### src/rtl/cpu_run_controller_if.sv
// Program-load and instruction-memory write bundle for cpu_run_controller.
//   master : host/bench side, drives load_start/load_len/byte stream, observes
//            byte_ready and the imem write port.
//   slave  : controller side, accepts the byte stream and drives the imem port.
interface cpu_run_controller_if #(
  parameter int PC_W = 8
) ();
  logic            load_start;
  logic [PC_W:0]   load_len;
  logic            byte_valid;
  logic [7:0]      byte_data;
  logic            byte_ready;
  logic            imem_we;
  logic [PC_W-1:0] imem_addr;
  logic [7:0]      imem_wdata;

  modport master (
    output load_start, load_len, byte_valid, byte_data,
    input  byte_ready, imem_we, imem_addr, imem_wdata
  );

  modport slave (
    input  load_start, load_len, byte_valid, byte_data,
    output byte_ready, imem_we, imem_addr, imem_wdata
  );
endinterface

### src/rtl/cpu_run_controller.sv
// Boot/run sequencer for top_cpu.
// Streams a program image into instruction memory while holding the CPU in
// reset, then releases reset and gates CPU commits (free-run or single-step).
// The CPU is stopped on a HALT opcode or when its PC leaves the loaded image.
// Ports:
//   clk, reset   system clock, asynchronous active-high reset
//   bus          load/byte stream and imem write port (slave modport)
//   run          pulse: start/restart the loaded program
//   step_mode    1 = single-step, 0 = free-run
//   step         step request, one instruction per rising edge
//   cpu_pc       current CPU PC
//   cpu_instr    instruction currently fetched by the CPU
//   cpu_reset    reset to the CPU
//   cpu_clk_en   CPU commits state this cycle
//   halted       CPU stopped by HALT or PC bound
//   error        sticky: illegal load_len, or run without a loaded program
//   cycle_count  instructions committed since last run (saturating)
//   state        FSM state encoding
module cpu_run_controller #(
  parameter int unsigned IMEM_BYTES  = 256,
  parameter int unsigned PC_W        = 8,
  parameter logic [3:0]  HALT_OPCODE = 4'hE
) (
  input  logic                 clk,
  input  logic                 reset,
  cpu_run_controller_if.slave  bus,
  input  logic                 run,
  input  logic                 step_mode,
  input  logic                 step,
  input  logic [PC_W-1:0]      cpu_pc,
  input  logic [15:0]          cpu_instr,
  output logic                 cpu_reset,
  output logic                 cpu_clk_en,
  output logic                 halted,
  output logic                 error,
  output logic [15:0]          cycle_count,
  output logic [2:0]           state
);

  typedef enum logic [2:0] {
    S_IDLE     = 3'd0,
    S_LOAD     = 3'd1,
    S_READY    = 3'd2,
    S_RST_HOLD = 3'd3,
    S_RUN      = 3'd4,
    S_HALTED   = 3'd5
  } state_e;

  state_e          state_q, state_d;
  logic [PC_W:0]   cnt_q, cnt_d;
  logic [PC_W:0]   len_q, len_d;
  logic            loaded_q, loaded_d;
  logic            error_q, error_d;
  logic            hold_q, hold_d;
  logic            step_q;
  logic [15:0]     cc_q, cc_d;
  logic            imem_we_q, imem_we_d;
  logic [PC_W-1:0] imem_addr_q, imem_addr_d;
  logic [7:0]      imem_wdata_q, imem_wdata_d;

  logic len_ok;
  logic xfer;
  logic step_rise;
  logic halt_cond;
  logic clk_en;

  // Only the opcode nibble of the fetched instruction matters here.
  logic unused_instr_bits;
  assign unused_instr_bits = ^cpu_instr[11:0];

  assign len_ok    = (bus.load_len != '0) && (32'(bus.load_len) <= IMEM_BYTES);
  assign xfer      = (state_q == S_LOAD) && bus.byte_valid;
  assign step_rise = step & ~step_q;
  assign halt_cond = (cpu_instr[15:12] == HALT_OPCODE) || ({1'b0, cpu_pc} >= len_q);
  assign clk_en    = (state_q == S_RUN) && !halt_cond && (!step_mode || step_rise);

  always_comb begin
    state_d      = state_q;
    cnt_d        = cnt_q;
    len_d        = len_q;
    loaded_d     = loaded_q;
    error_d      = error_q;
    hold_d       = hold_q;
    cc_d         = cc_q;
    imem_we_d    = 1'b0;
    imem_addr_d  = imem_addr_q;
    imem_wdata_d = imem_wdata_q;

    case (state_q)
      S_IDLE, S_READY, S_HALTED: begin
        // load_start wins over a simultaneous run, even when its length is illegal
        if (bus.load_start) begin
          if (len_ok) begin
            state_d  = S_LOAD;
            cnt_d    = '0;
            len_d    = bus.load_len;
            error_d  = 1'b0;
            loaded_d = 1'b0;
          end else begin
            error_d = 1'b1;
          end
        end else if (run) begin
          if (loaded_q) begin
            state_d = S_RST_HOLD;
            cc_d    = '0;
            hold_d  = 1'b0;
          end else begin
            error_d = 1'b1;
          end
        end
      end

      S_LOAD: begin
        if (xfer) begin
          imem_we_d    = 1'b1;
          imem_addr_d  = cnt_q[PC_W-1:0];
          imem_wdata_d = bus.byte_data;
          cnt_d        = cnt_q + 1'b1;
          if (cnt_q == len_q - 1'b1) begin
            state_d  = S_READY;
            loaded_d = 1'b1;
          end
        end
      end

      S_RST_HOLD: begin
        if (hold_q) state_d = S_RUN;
        else        hold_d  = 1'b1;
      end

      S_RUN: begin
        if (clk_en && (cc_q != '1)) cc_d = cc_q + 1'b1;
        if (halt_cond) state_d = S_HALTED;
      end

      default: state_d = S_IDLE;
    endcase
  end

  always_ff @(posedge clk or posedge reset) begin
    if (reset) begin
      state_q      <= S_IDLE;
      cnt_q        <= '0;
      len_q        <= '0;
      loaded_q     <= 1'b0;
      error_q      <= 1'b0;
      hold_q       <= 1'b0;
      step_q       <= 1'b0;
      cc_q         <= '0;
      imem_we_q    <= 1'b0;
      imem_addr_q  <= '0;
      imem_wdata_q <= '0;
    end else begin
      state_q      <= state_d;
      cnt_q        <= cnt_d;
      len_q        <= len_d;
      loaded_q     <= loaded_d;
      error_q      <= error_d;
      hold_q       <= hold_d;
      step_q       <= step;
      cc_q         <= cc_d;
      imem_we_q    <= imem_we_d;
      imem_addr_q  <= imem_addr_d;
      imem_wdata_q <= imem_wdata_d;
    end
  end

  assign bus.byte_ready = (state_q == S_LOAD);
  assign bus.imem_we    = imem_we_q;
  assign bus.imem_addr  = imem_addr_q;
  assign bus.imem_wdata = imem_wdata_q;
  assign cpu_reset      = !((state_q == S_RUN) || (state_q == S_HALTED));
  assign cpu_clk_en     = clk_en;
  assign halted         = (state_q == S_HALTED);
  assign error          = error_q;
  assign cycle_count    = cc_q;
  assign state          = state_q;

endmodule
### src/flat_wrapper.sv
// flat-port wrapper written by rule: the top's interface ports become plain ports
module cpu_run_controller_flat 
#(
  parameter int unsigned IMEM_BYTES  = 256,
  parameter int unsigned PC_W        = 8,
  parameter logic [3:0]  HALT_OPCODE = 4'hE
)
  (clk, reset, run, step_mode, step, cpu_pc, cpu_instr, cpu_reset, cpu_clk_en, halted, error, cycle_count, state, bus_load_start, bus_load_len, bus_byte_valid, bus_byte_data, bus_byte_ready, bus_imem_we, bus_imem_addr, bus_imem_wdata);
  cpu_run_controller_if #(.PC_W(PC_W)) bus_i ();
  input  logic clk;
  input  logic reset;
  input  logic run;
  input  logic step_mode;
  input  logic step;
  input  logic [PC_W-1:0] cpu_pc;
  input  logic [15:0] cpu_instr;
  output logic cpu_reset;
  output logic cpu_clk_en;
  output logic halted;
  output logic error;
  output logic [15:0] cycle_count;
  output logic [2:0] state;
  input wire logic [$bits(bus_i.load_start)-1:0] bus_load_start;
  input wire logic [$bits(bus_i.load_len)-1:0] bus_load_len;
  input wire logic [$bits(bus_i.byte_valid)-1:0] bus_byte_valid;
  input wire logic [$bits(bus_i.byte_data)-1:0] bus_byte_data;
  output wire logic [$bits(bus_i.byte_ready)-1:0] bus_byte_ready;
  output wire logic [$bits(bus_i.imem_we)-1:0] bus_imem_we;
  output wire logic [$bits(bus_i.imem_addr)-1:0] bus_imem_addr;
  output wire logic [$bits(bus_i.imem_wdata)-1:0] bus_imem_wdata;
  assign bus_i.load_start = bus_load_start;
  assign bus_i.load_len = bus_load_len;
  assign bus_i.byte_valid = bus_byte_valid;
  assign bus_i.byte_data = bus_byte_data;
  assign bus_byte_ready = bus_i.byte_ready;
  assign bus_imem_we = bus_i.imem_we;
  assign bus_imem_addr = bus_i.imem_addr;
  assign bus_imem_wdata = bus_i.imem_wdata;
  cpu_run_controller #(.IMEM_BYTES(IMEM_BYTES), .PC_W(PC_W), .HALT_OPCODE(HALT_OPCODE)) u_core (.clk(clk), .reset(reset), .bus(bus_i), .run(run), .step_mode(step_mode), .step(step), .cpu_pc(cpu_pc), .cpu_instr(cpu_instr), .cpu_reset(cpu_reset), .cpu_clk_en(cpu_clk_en), .halted(halted), .error(error), .cycle_count(cycle_count), .state(state));
endmodule
### config.mk
export PLATFORM = sky130hd
export DESIGN_NAME = cpu_run_controller_flat
export DESIGN_NICKNAME = d
export VERILOG_FILES = /design/src/rtl/cpu_run_controller_if.sv /design/src/rtl/cpu_run_controller.sv /design/src/flat_wrapper.sv
export SDC_FILE = /design/constraint.sdc
export NUM_CORES = 1
export LEC_CHECK = 0
export CAP_MARGIN = 25
export CORE_UTILIZATION = 45
export CTS_CLUSTER_SIZE = 12
export DETAILED_ROUTE_END_ITERATION = 10
export GPL_TIMING_DRIVEN = 0
export MAX_ROUTING_LAYER = met4
export PLACE_DENSITY = 0.81
export SLEW_MARGIN = 15
export SYNTH_ARGS = -nofsm -noshare
export SYNTH_HDL_FRONTEND = slang
export SYNTH_SLANG_ARGS = --single-unit
### constraint.sdc
create_clock -name clk -period 2.75 [get_ports clk]
set_input_delay 0.55 -clock clk [delete_from_list [all_inputs] [get_ports clk]]
set_output_delay 0.55 -clock clk [all_outputs]
set_load 0.1 [all_outputs]
==> impl_metrics.ini <==
[run_status]
outcome = finished clean

[worst_setup_path]
arrival_ns = 2.20
endpoint_kind = output pin
startpoint_type = flop
crit_required_ns = 2.20
criticalPathCategory = flop to output pin
critPathMaxFanout = 4

[clock_network]
clk_pin_slew_ns = 0.06
tritoncts = yes
clock_latency_ns = 0.35
cts_buffer_depth = 2
numCtsBuffers = 9
cts-root-buf = clkbuf_8
htreeDepth = 3
cts_sinks = 58

[detailed_routing]
firstDrtPassIters = 5
drt_iter0_markers = 156
routed_wl_um = 8538
via_per_inst = 5.631
num_vias = 3018
ant_nets = 0
drc = 0
routedWlPerCell_um = 15.93

[floorplan]
io_pins = 89
rows = 30
die_x_um = 87.32
fp.coreArea_sq_um = 6907
die-area_sq_um = 7625
initial_utilization = 0.4743
die_h_um = 87.32

[power_and_ir_drop]
power_leakage_uw = 0.001930
p_per_area_nw_per_um2 = 1121
ir_drop_v = 0.0006150

[finish]
multi_input_area_sq_um = 1788
antennaDiodeCount = 0
num-nets-final = 494
fillers = 548
layout.cells.non_filler = 536
drive_gt1_frac = 0.1795
regArea_sq_um = 1463
syn_to_final_growth_pct = 41.41
post-route-util = 0.6707

[global_route]
gr-usage-met3 = 0.06540
grt.overflow.total = 0
grt_use_met1 = 0.2936
grt_busiest_layer = met2
first_global_vias = 2845
grt_pass1_wl_um = 13460
grt_max_degree = 59
track_usage = 0.2372
grt_antenna_before_repair = 0
grt.met2_usage = 0.3672

[yosys]
ys_seq_area_frac = 0.4431
yosys_most_used_dff = dfrtp_1
synth_area_leaders = dfrtp_1 (44%), mux2_1 (5.5%), ha_1 (4.2%)
synth_top_area_frac = 0.4431
ys_async_sr_fraction = 1.000
syn_avg_cell_area_sq_um = 9.749
syn_inst = 336
syn_nets = 395
synth_edf_count = 0
ys_seq_elements = 58
syn-cell-area_sq_um = 3276
synth_top_cell_by_area = dfrtp_1
ys_types = 61
ys_warn_count = 0

[placement]
gp_congestion = 0.8798
dp.cells = 508
place_ws_ns = -1.345
port_buffers = 76
hpwl_um = 5839

[run]
cap_violations = 0

[sta]
rsz0062_at_grt = yes
tightest_slew_ns = 0.9866
finalCriticalPeriod_ns = 2.747
maxSlewHeadroom = 0.3402
hold_viol = 0
timing.fmax_mhz = 364.0
setup_ws_ns = 0.002999
period_share = 0.9989
setup_violations = 0
drv_slew = 0
fin_skew_ns = 0.008814

[worst_hold_path]
hold_path.class = flop to flop
[area by class of cell]
class	instances	share of cell area
repair buffers	88	0.1888
well taps	96	0.02593
clock inverters	2	0.007563
multi-input cells	240	0.3860
inverters	24	0.02161
clock buffers	14	0.03728
plain buffers	14	0.01702
flip-flops and latches	58	0.3158
[cell usage in the layout, fill, tap and decap left out, drive strengths merged, types with 2 or more instances in the layout]
| cell type | Yosys | final |
|---|---|---|
| nand4 | 4 | 4 |
| xnor2 | 10 | 10 |
| and3b | 2 | 2 |
| nor3 | 10 | 10 |
| nor4 | 7 | 7 |
| inv | 24 | 24 |
| o31ai | 7 | 7 |
| or2 | 3 | 3 |
| buf | 5 | 18 |
| ha | 11 | 11 |
| nor3b | 2 | 2 |
| o21ai | 20 | 20 |
| xor2 | 5 | 5 |
| dfrtp | 58 | 58 |
| mux2 | 18 | 18 |
| nor2 | 27 | 27 |
| and4 | 3 | 3 |
| a21oi | 16 | 16 |
| nand2 | 30 | 30 |
| nand3 | 8 | 8 |
| mux2i | 11 | 11 |
| a221oi | 2 | 2 |
| nand2b | 4 | 4 |
| and3 | 2 | 2 |
| o21bai | 2 | 2 |
| or4 | 6 | 6 |
| dlymetal6s2s | 0 | 8 |
| clkdlybuf4s50 | 0 | 64 |
| a31oi | 2 | 2 |
| clkbuf | 9 | 24 |
| or3 | 7 | 7 |
[layer usage]
layer	share of wire	vias up	wire length, um
met1	0.43	1478	3668
met5	0	-	0
met4	0.018	0	150
met2	0.50	115	4228
li1	-	1411	-
met3	0.058	14	491
[registers in the layout, indices dropped and copies added (netlist names), 3 cells and up]
register and count:
u_core.bus.imem_addr 8, u_core.bus.imem_wdata 8, u_core.cnt_q 9, u_core.cycle_count 16
u_core.len_q 9, u_core.state 3
[worst paths after layout]
| check | from | endpoint | slack, ns | cells after the start |
|---|---|---|---|---|
| worst min-delay path | u_core.bus.imem_addr[2] | u_core.bus.imem_addr[2] | 0.48 | 1 |
| min in group asynchronous | reset | u_core.hold_q | 0.68 | 2 |
| worst min register to register | u_core.bus.imem_addr[2] | u_core.bus.imem_addr[2] | 0.48 | 1 |
| max in group asynchronous | reset | u_core.len_q[3] | 1.54 | 2 |
| worst max-delay path | u_core.len_q[4] | cpu_clk_en | 0.003 | 9 |
| worst max register to register | u_core.len_q[4] | u_core.cycle_count[6] | 0.18 | 10 |
[stage by stage]
| stage | hold WS [ns] | setup TNS [ns] | power (uW) | instance area (sq um) |
|---|---|---|---|---|
| 2_1_floorplan | 0.5088 | 0 | 3478 | 3294 |
| 3_3_place_gp | 0.4678 | -33.14 | 4072 | 4175 |
| 3_5_place_dp | 0.4751 | -15.82 | 4141 | 4178 |
| 4_1_cts | 0.4892 | -0.2400 | 5001 | 4432 |
| 5_1_grt | 0.4972 | -0.1526 | 5450 | 4632 |
| 6_report | 0.4840 | 0 | 5194 | 4632 |
[timing repair]
item                                    CTS  global route
setup buffers                             2            10
pin swaps                                 3            13
hold buffers                              0             0
gates resized for setup                  18            36
endpoints found under the setup margin   21            38
[worst max-delay path, cell delays in order, from the launching register on]
cell and delay [ns]:
dfrtp_2 0.43, inv_4 0.09, ha_4 0.20, nand4_1 0.13, o21bai_1 0.10, a221oi_2 0.37, nand3_2 0.15, buf_6 0.16
inv_6 0.05, buf_12 0.16
[synth_stat cells (7+ instances only)]
master    count
ha_1         11
a21oi_1      16
nor2_1       26
mux2i_1      11
nor3_1       10
nand3_1       8
inv_1        22
nand2_1      30
mux2_1       16
clkbuf_1      9
or3_1         7
xnor2_1      10
o21ai_1      17
o31ai_1       7
dfrtp_1      58
[power breakdown]
part | internal [uW] | total, uW | switching, uW | leakage, uW
combinational | 975 | 3060 | 2080 | 0.00109
sequential | 1110 | 1310 | 199 | 0.000735
clock | 492 | 828 | 336 | 0.000107
[cells by family (layout without fill, tap and decap cells)]
logic type / Yosys count / after routing / share of synthesized area
AND/OR/NAND/NOR: 120 / 120 / 0.1979
AO/OA/AOI/OAI: 65 / 65 / 0.1325
flip-flops: 58 / 58 / 0.4431
buffers and inverters: 38 / 142 / 0.04889
multiplexers: 29 / 29 / 0.09549
XOR/XNOR: 15 / 15 / 0.04011
adder cells (fa/ha/maj): 11 / 11 / 0.04202
Note: power is estimated with default switching activity, not from simulation.
